## src/rtl/hlsm_pkg.sv

```systemverilog
// hlsm_pkg: shared types and defaults for the HLSM launcher.
// Holds the launcher state encoding and parameter defaults.
package hlsm_pkg;

   typedef enum logic [1:0] {
      S_IDLE   = 2'd0,
      S_LAUNCH = 2'd1,
      S_WAIT   = 2'd2,
      S_RESP   = 2'd3
   } state_t;

   localparam int DW_DEF      = 16;
   localparam int TIMEOUT_DEF = 32;
   localparam int CNT_W       = 8;

endpackage

```

## src/rtl/hlsm_sum5.sv

```systemverilog
// hlsm_sum5: expected result for the attached HLSM.
// Five-operand sum wrapped modulo 2^DW.
module hlsm_sum5
   import hlsm_pkg::*;
#(
   parameter int DW = DW_DEF
) (
   input  logic [DW-1:0] a_i,
   input  logic [DW-1:0] b_i,
   input  logic [DW-1:0] c_i,
   input  logic [DW-1:0] d_i,
   input  logic [DW-1:0] e_i,
   output logic [DW-1:0] sum_o
);

   // Two's complement addition modulo 2^DW gives the same low DW
   // bits as a full-precision signed sum truncated to DW bits.
   always_comb begin
      sum_o = a_i + b_i + c_i + d_i + e_i;
   end

endmodule

```

## src/rtl/hlsm_launcher.sv

```systemverilog
// hlsm_launcher: hands operand sets to a datapath HLSM, waits
// for Done with a timeout and returns a checked response.
module hlsm_launcher
   import hlsm_pkg::*;
#(
   parameter int DW      = DW_DEF,
   parameter int TIMEOUT = TIMEOUT_DEF
) (
   input  logic          Clk,
   input  logic          Rst,
   input  logic          req_valid,
   output logic          req_ready,
   input  logic [DW-1:0] req_a,
   input  logic [DW-1:0] req_b,
   input  logic [DW-1:0] req_c,
   input  logic [DW-1:0] req_d,
   input  logic [DW-1:0] req_e,
   output logic          Start,
   input  logic          Done,
   output logic [DW-1:0] a,
   output logic [DW-1:0] b,
   output logic [DW-1:0] c,
   output logic [DW-1:0] d,
   output logic [DW-1:0] e,
   input  logic [DW-1:0] i,
   output logic          rsp_valid,
   input  logic          rsp_ready,
   output logic [DW-1:0] rsp_data,
   output logic          rsp_timeout,
   output logic          rsp_err,
   output logic          busy
);

   localparam logic [CNT_W-1:0] CNT_LAST = CNT_W'(TIMEOUT - 1);

   state_t           state_q;
   logic [CNT_W-1:0] cnt_q;
   logic [CNT_W-1:0] cnt_d;
   logic [DW-1:0]    a_q, b_q, c_q, d_q, e_q;
   logic [DW-1:0]    exp_sum;
   logic             start_q;
   logic             ready_q;
   logic             busy_q;
   logic             rsp_valid_q;
   logic [DW-1:0]    rsp_data_q;
   logic             rsp_timeout_q;
   logic             rsp_err_q;

   hlsm_sum5 #(
      .DW(DW)
   ) u_sum5 (
      .a_i  (a_q),
      .b_i  (b_q),
      .c_i  (c_q),
      .d_i  (d_q),
      .e_i  (e_q),
      .sum_o(exp_sum)
   );

   // Next wait-counter value while idling in WAIT.
   always_comb begin
      cnt_d = cnt_q + 1'b1;
   end

   // Launcher FSM; every output is a register updated here.
   always_ff @(posedge Clk or posedge Rst) begin
      if (Rst) begin
         state_q       <= S_IDLE;
         cnt_q         <= '0;
         a_q           <= '0;
         b_q           <= '0;
         c_q           <= '0;
         d_q           <= '0;
         e_q           <= '0;
         start_q       <= 1'b0;
         ready_q       <= 1'b1;
         busy_q        <= 1'b0;
         rsp_valid_q   <= 1'b0;
         rsp_data_q    <= '0;
         rsp_timeout_q <= 1'b0;
         rsp_err_q     <= 1'b0;
      end else begin
         start_q <= 1'b0;
         unique case (state_q)
            S_IDLE: begin
               if (req_valid) begin
                  a_q     <= req_a;
                  b_q     <= req_b;
                  c_q     <= req_c;
                  d_q     <= req_d;
                  e_q     <= req_e;
                  start_q <= 1'b1;
                  ready_q <= 1'b0;
                  busy_q  <= 1'b1;
                  state_q <= S_LAUNCH;
               end
            end
            S_LAUNCH: begin
               cnt_q   <= '0;
               state_q <= S_WAIT;
            end
            S_WAIT: begin
               // Done takes priority over an expiring timeout.
               if (Done) begin
                  rsp_data_q    <= i;
                  rsp_timeout_q <= 1'b0;
                  rsp_err_q     <= (i != exp_sum);
                  rsp_valid_q   <= 1'b1;
                  state_q       <= S_RESP;
               end else if (cnt_q == CNT_LAST) begin
                  rsp_data_q    <= '0;
                  rsp_timeout_q <= 1'b1;
                  rsp_err_q     <= 1'b0;
                  rsp_valid_q   <= 1'b1;
                  state_q       <= S_RESP;
               end else begin
                  cnt_q <= cnt_d;
               end
            end
            S_RESP: begin
               if (rsp_ready) begin
                  rsp_valid_q <= 1'b0;
                  ready_q     <= 1'b1;
                  busy_q      <= 1'b0;
                  state_q     <= S_IDLE;
               end
            end
         endcase
      end
   end

   assign req_ready   = ready_q;
   assign Start       = start_q;
   assign busy        = busy_q;
   assign a           = a_q;
   assign b           = b_q;
   assign c           = c_q;
   assign d           = d_q;
   assign e           = e_q;
   assign rsp_valid   = rsp_valid_q;
   assign rsp_data    = rsp_data_q;
   assign rsp_timeout = rsp_timeout_q;
   assign rsp_err     = rsp_err_q;

endmodule

```

## config.mk

```make
export PLATFORM = sky130hd
export DESIGN_NAME = hlsm_launcher
export DESIGN_NICKNAME = d
export VERILOG_FILES = /design/src/rtl/hlsm_pkg.sv /design/src/rtl/hlsm_sum5.sv /design/src/rtl/hlsm_launcher.sv
export SDC_FILE = /design/constraint.sdc
export NUM_CORES = 1
export LEC_CHECK = 0
export ABC_CLOCK_PERIOD_IN_PS = 9800
export CAP_MARGIN = 40
export CORE_MARGIN = 4
export CORE_UTILIZATION = 35
export DETAILED_ROUTE_END_ITERATION = 8
export RECOVER_POWER = 100
export SLEW_MARGIN = 15
export SYNTH_ARGS = -nofsm -noshare
export SYNTH_HDL_FRONTEND = slang
export SYNTH_SLANG_ARGS = --single-unit
```

## constraint.sdc

```tcl
create_clock -name Clk -period 9.8 [get_ports Clk]
set_clock_uncertainty 0.2 [all_clocks]
set_input_delay 1.96 -clock Clk [delete_from_list [all_inputs] [get_ports Clk]]
set_output_delay 1.96 -clock Clk [all_outputs]
set_load 0.05 [all_outputs]
```

## After elaboration in Yosys (flattened, before gate mapping)

Cells that the tools add are included.

| word-level totals | value |
|---|---|
| bits in registers | 112 |
| input bits | 101 |
| output and inout bits | 102 |

| operators by class | value |
|---|---|
| add/subtract/negate cells | 5 |
| equality and inequality tests | 10 |
| muxes and demuxes | 24 |
| reduce and logical (&&, ||, !) cells | 11 |

Operator list:

| operator | count |
|---|---|
| $add 16x16->16 | 4 |
| $mux 16 | 2 |
| $mux 8 | 2 |
| $ne 16x16->1 | 1 |
| $pmux 8 s2 | 1 |
| $reduce_and 3->1 | 4 |
| $mux 1 | 11 |
| $add 8x1->8 const B | 1 |
| $eq 8x5->1 const B | 1 |
| $mux 2 | 4 |
| $ne 2x2->1 const B | 4 |
| $pmux 2 s4 | 1 |
| $reduce_bool 2->1 | 4 |
| $pmux 1 s2 | 3 |
| $eq 2x2->1 const B | 2 |
| $reduce_and 2->1 | 2 |
| $ne 3x3->1 const B | 1 |
| $eq 2x1->1 const B | 1 |
| $logic_not 2->1 | 1 |

## Depth between registers and ports, before layout

Gate-level depths: netlist of run 1.

| depth | value |
|---|---|
| word-level depth | 6 |
| depth in mapped cells | 13 |
| mapped depth without buffers | 13 |

## Cells and area by module

Synthesis of run 1 repeated with hierarchy kept, for this count alone.

| unflattened totals | value |
|---|---|
| cells, all modules | 572 |
| area total of the unflattened synthesis | 6,658.9 um2 |

Modules (own cells, without submodules):

| module | instances | cells each | area an instance (um2) | seq. area each (um2) |
|---|---|---|---|---|
| hlsm_launcher | 1 | 310 | 4,593.2 | 2,803.9 |
| hlsm_sum5 | 1 | 262 | 2,065.7 | 0.0 |

## Least setup slack after synthesis of run 1

No wires, ideal clock.

| timing | value |
|---|---|
| kind | flip-flop to flip-flop |
| start point | reg b_q[1], in the netlist b[1] |
| end point | reg rsp_err_q, in the netlist rsp_err |
| setup time | 124 ps |
| data arrival time | 4,148 ps |
| required time | 9,476 ps |
| setup slack | 5,328 ps |
| cell stages (with the launch flop) | 14 |
| buffers on the path | 0 |
| period minus slack after synthesis | 4,472 ps |
| cells stage by stage | dfrtp_1 fa_1 fa_1 fa_1 ha_1 inv_1 fa_1 nor2b_4 o2111a_1 or4b_4 a31o_1 a21oi_2 xnor2_1 o31a_1 |

| on the way | value |
|---|---|
| longest elaborated chain between the ends | 6 |

Ends and longest elaborated chain:

| what | line | RTL |
|---|---|---|
| start, declared | hlsm_launcher.sv:39 | `logic [DW-1:0] a_q, b_q, c_q, d_q, e_q;` |
| start signal, assigned | hlsm_launcher.sv:88 | `b_q <= req_b;` |
| $add 16x16->16 (4 in a row) | hlsm_sum5.sv:19 | `sum_o = a_i + b_i + c_i + d_i + e_i;` |
| $ne 16x16->1 | hlsm_launcher.sv:107 | `rsp_err_q <= (i != exp_sum);` |
| $mux 1 | hlsm_launcher.sv:104 | `if (Done) begin` |
| end signal, assigned | hlsm_launcher.sv:107 |  |
| end, declared | hlsm_launcher.sv:47 | `logic rsp_err_q;` |

Every way passes these cells.
A chain may end at the register's enable or synchronous reset.

## Final worst setup path of run 1

| timing | value |
|---|---|
| start point | in req_valid |
| end point | reg a_q[6], in the netlist a[6] |

| on the way | value |
|---|---|
| longest elaborated chain between the ends | 1 |

Ends and longest elaborated chain:

| what | line | RTL |
|---|---|---|
| start, declared | hlsm_launcher.sv:11 | `input logic req_valid,` |
| $reduce_and 2->1 (no source line) | n/a |  |
| end signal, assigned | hlsm_launcher.sv:87 | `a_q <= req_a;` |
| end, declared | hlsm_launcher.sv:39 |  |

Every way passes these cells.

==> results of run 1 <==
[flip-flops by register name (all words and copies together), names as in the netlist]
| name | flops |
|---|---|
| req_ready | 1 |
| e | 16 |
| cnt_q | 8 |
| b | 16 |
| busy | 1 |
| d | 16 |
| c | 16 |
| state_q | 2 |
| Start | 1 |
| rsp_timeout | 1 |
| rsp_data | 16 |
| rsp_valid | 1 |
| rsp_err | 1 |
| a | 16 |
[path summary, 6_finish.rpt]
kind | cells past startpoint | slack [ps] | from | endpoint
max in group asynchronous | 4 | 5520 | Rst | req_ready
hold / removal | 2 | 290 | rsp_data[11] | rsp_data[11]
setup / recovery | 6 | 3170 | req_valid | a[6]
min in group asynchronous | 2 | 2420 | Rst | c[14]
hold reg to reg | 2 | 290 | rsp_data[11] | rsp_data[11]
setup reg to reg | 7 | 4590 | state_q[1] | a[6]
[cells by family (layout without fill, tap and decap cells)]
| family | count (synthesis) | after routing | synth area share, % |
|---|---|---|---|
| buf+inv | 39 | 246 | 2.39 |
| flops | 112 | 112 | 45.3 |
| compound gates | 49 | 49 | 4.85 |
| mux | 74 | 74 | 13.5 |
| fa+ha+maj | 66 | 66 | 18.7 |
| xor+xnor | 35 | 35 | 4.95 |
| simple gates | 132 | 132 | 10.3 |
[cells in the final DEF, fill, tap and decap left out, types with 2 or more instances in the layout]
master / synthesis / layout
clkbuf_16: 0 / 9
ha_1: 22 / 22
o31a_1: 3 / 3
clkdlybuf4s50_1: 0 / 97
xor2_1: 14 / 14
a211oi_1: 3 / 3
inv_1: 23 / 22
dfrtp_1: 111 / 111
bufinv_16: 0 / 2
nor4_1: 4 / 4
nand3_1: 26 / 26
o21ai_0: 17 / 17
nand2_1: 56 / 56
fa_1: 44 / 44
clkinvlp_2: 0 / 2
nor2b_1: 2 / 2
xnor2_1: 21 / 21
a31o_1: 2 / 2
nand2b_1: 4 / 4
clkbuf_1: 12 / 5
o211ai_1: 2 / 2
nor2_1: 15 / 15
o21ai_1: 3 / 3
nor4b_1: 2 / 2
nand4_1: 4 / 4
nor3_1: 4 / 4
dlygate4sd3_1: 0 / 105
a21oi_1: 12 / 12
and3_1: 5 / 5
mux2_2: 74 / 74
[metrics by stage]
step                util, %  cell area (sq um)  setup WS [ps]
floorplan                 -               6190           4680
global placement       48.9               8450           5260
detailed placement     49.0               8480           5210
CTS                    50.9               8800           5420
global route           50.9               8800           2720
finish                 50.9               8800           3170
[area by class of cell]
| type | count | area share, % |
|---|---|---|
| clock inverters | 5 | 1.01 |
| repair buffers | 206 | 23.4 |
| clock buffers | 11 | 2.65 |
| flip-flops and latches | 112 | 31.9 |
| well taps | 225 | 3.20 |
| multi-input cells | 356 | 36.8 |
| inverters | 24 | 1.05 |
[synthesized netlist by cell type, drive strengths merged]
library cell,instances,area (sq um)
nor4b,2,17.5
a21oi,13,68.8
a211oi,3,22.5
ha,22,275
nand4b,1,8.76
and3,5,31.3
or3b,1,8.76
dfrtp,111,2780
nand3,26,130
a22oi,1,7.51
o21ai,20,100
nor4,4,25.0
and2,2,12.5
a31oi,1,6.26
nand4,4,25.0
mux2,74,833
a21o,1,7.51
or4b,1,13.8
xor2,14,123
nand2,56,210
nor2b,3,26.3
nor3,4,20.0
xnor2,21,184
o211ai,2,15.0
nand2b,4,25.0
or3,1,6.26
o2111a,1,11.3
inv,24,90.1
nand3b,1,7.51
nor2,15,56.3
clkbuf,12,45.0
or2,1,6.26
o31a,3,26.3
fa,44,881
a311oi,1,8.76
and4,1,8.76
a31o,2,17.5
o221ai,1,8.76
buf,3,12.5
dfstp,1,26.3
[layer usage]
layer	part of all wire, %	up-vias
met5	0	-
met4	1.8	0
met3	6.5	19
met2	49	149
met1	43	2240
li1	-	2147
[critical path: stages]
cell and delay, ps:
dlygate4sd3_1 550, nand2_1 90, clkinvlp_2 260, clkbuf_1 960
clkbuf_1 2310, mux2_2 480
==> summary.md, run 1 <==
| Metric | Value |
|---|---|
| Run status | finished with violations |
| Violations in the final reports | max-capacitance violations, max-slew violations |
| Port Buf Inserts | 202 |
| Met1 GRT Util | approximately 22% |
| Maximum number of pins on one net before global-route repair | between 60 and 70 |
| Gate count after technology mapping | 507 |
| TritonCTS Sinks | 112 |
| Setup tns final | 0 ps |
| Highest fanout seen on the critical path | 58 |
| Smallest hold slack | 294 ps |
| Worst Path Class, Setup | in -> reg |
| Number of nets in the final layout | 876 |
| Non-filler cells in the finished layout | between 900 and 1000 |
| First-pass GRT wire length | ~27 mm |
| Total DRC errors in the routed layout | 0 |
| Vias per std cell | around 4.9 |
| Die span in y | 141 microns |
| Critical path arrival | 6660 ps |
| Number of global-route vias before repair | approximately 5000 |
| Setup repair after global routing missed its margin | no |
| DP HPWL | 13.1 mm |
| Die Width | 141 microns |
| H-Tree Depth | 3 |
| Post-route fraction of the period consumed by the critical path | just under 70% |
| Least-Margin Pin Slew | 3180 ps |
| Time the final worst path needs with I/O delays and setup | 6630 ps |
| Netlist Area Pre-Place | slightly above 6000 sq um |
| Number of maximum-capacitance constraint violations | 2 |
| Max-slew violations | 110 |
| Synthesized netlist net count | between 600 and 700 |
| Required @ worst endpoint | just under 10000 ps |
| Core ar. | roughly 17000 sq um |
| CTS Root Buffer Type | clkbuf_16 |
| Fraction of final layout cells sized beyond drive strength 1 | a little over an eighth |
| Highest clock frequency the design can meet | ~150 MHz |
| CTS hold repair buffers | 0 |
| Warning count from the yosys run | 0 |
| Clock tree buffer depth | 2 |
| Max-slew headroom at the worst pin | -112% |
| Clock tree from TritonCTS | done |
| Global routing met3 resource utilization | 5.16% |
| Type of element capturing the critical path | flip-flop |
| Post_cts resized | 0 |
| Post-detailed-routing wire length | 16.6 mm |
| Global placement routability congestion | ~0.8 |
| Area grow syn2layout | 42.2% |
| Setup violators final | 0 |
| Startpoint kind of the worst setup timing path | input pin |
| Number of CTS-inserted buffers | 9 |
| Fraction of the yosys area taken by sequential cells | 45.3% |
| Overall overflow remaining after global route | 0 |
| Number of library cell types mapped by synthesis | 45 |
| Die outline area | 19900 sq um |
| Number of filler cells placed in the layout | around 1500 |
| Tightest Hold Check Type | reg -> reg |
| Combined area of the multi-input logic cells | between 3000 and 4000 sq um |
| I/O pins | 203 |
| Antenna diode instance count | 0 |
| Antenna violations before repair | 0 |
| Final hold viol count | 0 |
| Clock Latency Late Sink | 350 ps |
| GRT Resource Usage Total | between 10% and 20% |
| Synthesized area per cell | 12.2 sq um |
| Post-Place Cells | just over 900 |
| Seq. cell area | 2800 sq um |
| Wire per inst | 17.6 microns |
| Pre-antenna DRT Iters | 5 |
| GRT busiest layer | met2 |
| Initial Utilization | 35.8% |
| Count of nets left with antenna violations after detail routing | 0 |
| Number of DRC markers in iteration 0 | 179 |
| Setup Fix Bufs, Post-CTS | 0 |
| M2 GR Usage | about 28% |
| Row count | 48 |
| Total via count after detailed routing | around 4600 |
| Clock Pin Slew Worst Setup and Hold Paths | around 70 ps |
| Total of flip-flops plus latches after synthesis | around 110 |
Power of run 1 is left out: the tool's default activity adds up to more than one toggle a clock period on the data nets, which glitch-free logic cannot reach.
==> run 2: changes to the inputs <==
- ABC_CLOCK_PERIOD_IN_PS: 9800 -> 5900
- PLACE_DENSITY: default -> 0.66
- clock period: 9.8 -> 5.9 ns (I/O delays scaled with it)
==> summary.md, run 2 (synthesis results as in run 1) <==
| Metric | Value |
|---|---|
| Type of element capturing the critical path | flip-flop |
| Setup repair after global routing missed its margin | no |
| Commonest non-fill, non-tap cells in the layout | dfrtp_1, dlygate4sd3_1, clkdlybuf4s50_1 |
| Startpoint kind of the worst setup timing path | input pin |
| Initial Utilization | ~36% |
| Commonest non-fill, non-tap cell in the layout | dfrtp_1 |
| Maximum number of pins on one net before global-route repair | between 60 and 70 |
| Die span in y | 141 microns |
| Wire per inst | about 18 microns |
| Die Width | between 100 and 150 microns |
| I/O pins | a little over 200 |
| Number of CTS-inserted buffers | 9 |
| TritonCTS Sinks | 112 |
| Number of global-route vias before repair | between 5000 and 6000 |
| GRT Resource Usage Total | between 10% and 20% |
| Fraction of final layout cells sized beyond drive strength 1 | ~14% |
| Antenna diode instance count | 0 |
| Setup violators final | 0 |
| Total DRC errors in the routed layout | 0 |
| Clock Latency Late Sink | approximately 360 ps |
| CTS hold repair buffers | 0 |
| Tightest Hold Check Type | reg -> reg |
| Run status | finished with violations |
| H-Tree Depth | 3 |
| First-pass GRT wire length | about 27 mm |
| Least-Margin Pin Slew | between 2000 and 3000 ps |
| DP HPWL | 13.3 mm |
| Critical path arrival | just under 5000 ps |
| Setup Fix Bufs, Post-CTS | 0 |
| CTS Root Buffer Type | clkbuf_16 |
| Time the final worst path needs with I/O delays and setup | 4790 ps |
| Violations in the final reports | max-capacitance violations, max-slew violations |
| Max-slew violations | 100 |
| Area grow syn2layout | 42.2% |
| Clock tree buffer depth | 2 |
| Final hold viol count | 0 |
| Core ar. | between 15000 and 20000 sq um |
| Overall overflow remaining after global route | 0 |
| Setup tns final | 0 ps |
| Row count | 48 |
| Post-route fraction of the period consumed by the critical path | roughly 80% |
| Port Buf Inserts | ~200 |
| Vias per std cell | a little under 5 |
| Clock Pin Slew Worst Setup and Hold Paths | around 70 ps |
| Pre-antenna DRT Iters | 4 |
| Number of maximum-capacitance constraint violations | 2 |
| Die outline area | roughly 20000 sq um |
| Highest fanout seen on the critical path | 47 |
| Post_cts resized | 0 |
| Required @ worst endpoint | 5940 ps |
| Global placement routability congestion | approximately 0.86 |
| Clock tree from TritonCTS | done |
| Worst Path Class, Setup | in -> reg |
| Max-slew headroom at the worst pin | -83.2% |
| Number of nets in the final layout | 877 |
| Post-detailed-routing wire length | approximately 17 mm |
| Count of nets left with antenna violations after detail routing | 0 |
| Total via count after detailed routing | ~4600 |
| Highest clock frequency the design can meet | approximately 210 MHz |
| Number of DRC markers in iteration 0 | between 200 and 250 |
| Antenna violations before repair | 0 |
## run 2: cell types whose count changed in the layout (fill, tap and decap cells not counted)
cell       change
clkbuf_1       -1
clkbuf_8       +3
buf_4          +1
inv_8          -1
bufinv_16      -1
## run 2: per-layer routing
metal	GRT usage [%]	share of wire [%]	vias to the layer above
met3	4.65	6.5	13
met4	3.52	1.2	0
li1	-	-	2145
met1	21.9	42	2274
met2	29.7	50	145
met5	0	0	-
## run 2: path summary, 6_finish.rpt
path / startpoint / to / slack [ps] / cells past startpoint
worst max-delay path: req_valid / c[3] / 1110 / 6
worst min-delay path: rsp_data[5] / rsp_data[5] / 300 / 2
worst max register to register: a[1] / rsp_err / 1480 / 13
worst min register to register: rsp_data[5] / rsp_data[5] / 300 / 2
max in group asynchronous: Rst / b[3] / 1350 / 4
min in group asynchronous: Rst / b[11] / 960 / 2
## run 2: stage by stage
stage	setup WS, ps	utilization, %	hold WS (ps)	cells	instance area, sq um
global placement	1580	48.9	278	922	8460
CTS	1480	50.7	302	938	8780
detailed placement	1520	48.9	285	922	8460
global route	627	50.9	313	940	8800
floorplan	1430	-	289	507	6190
finish	1110	50.9	295	940	8800
## run 2: critical path: stages
cell and delay (ps):
dlygate4sd3_1 540, nand2_1 80, clkinvlp_2 90, clkbuf_1 1810
clkbuf_1 680, mux2_2 420
## run 2: final cells by class
type / instances / area, sq um
well taps: 225 / 282
repair buffers: 207 / 2070
multi-input cells: 356 / 3240
clock buffers: 13 / 270
flip-flops and latches: 112 / 2800
clock inverters: 3 / 47.5
inverters: 24 / 92.6
fillers: 1499 / 8500
Power of run 2 is left out for the same reason.
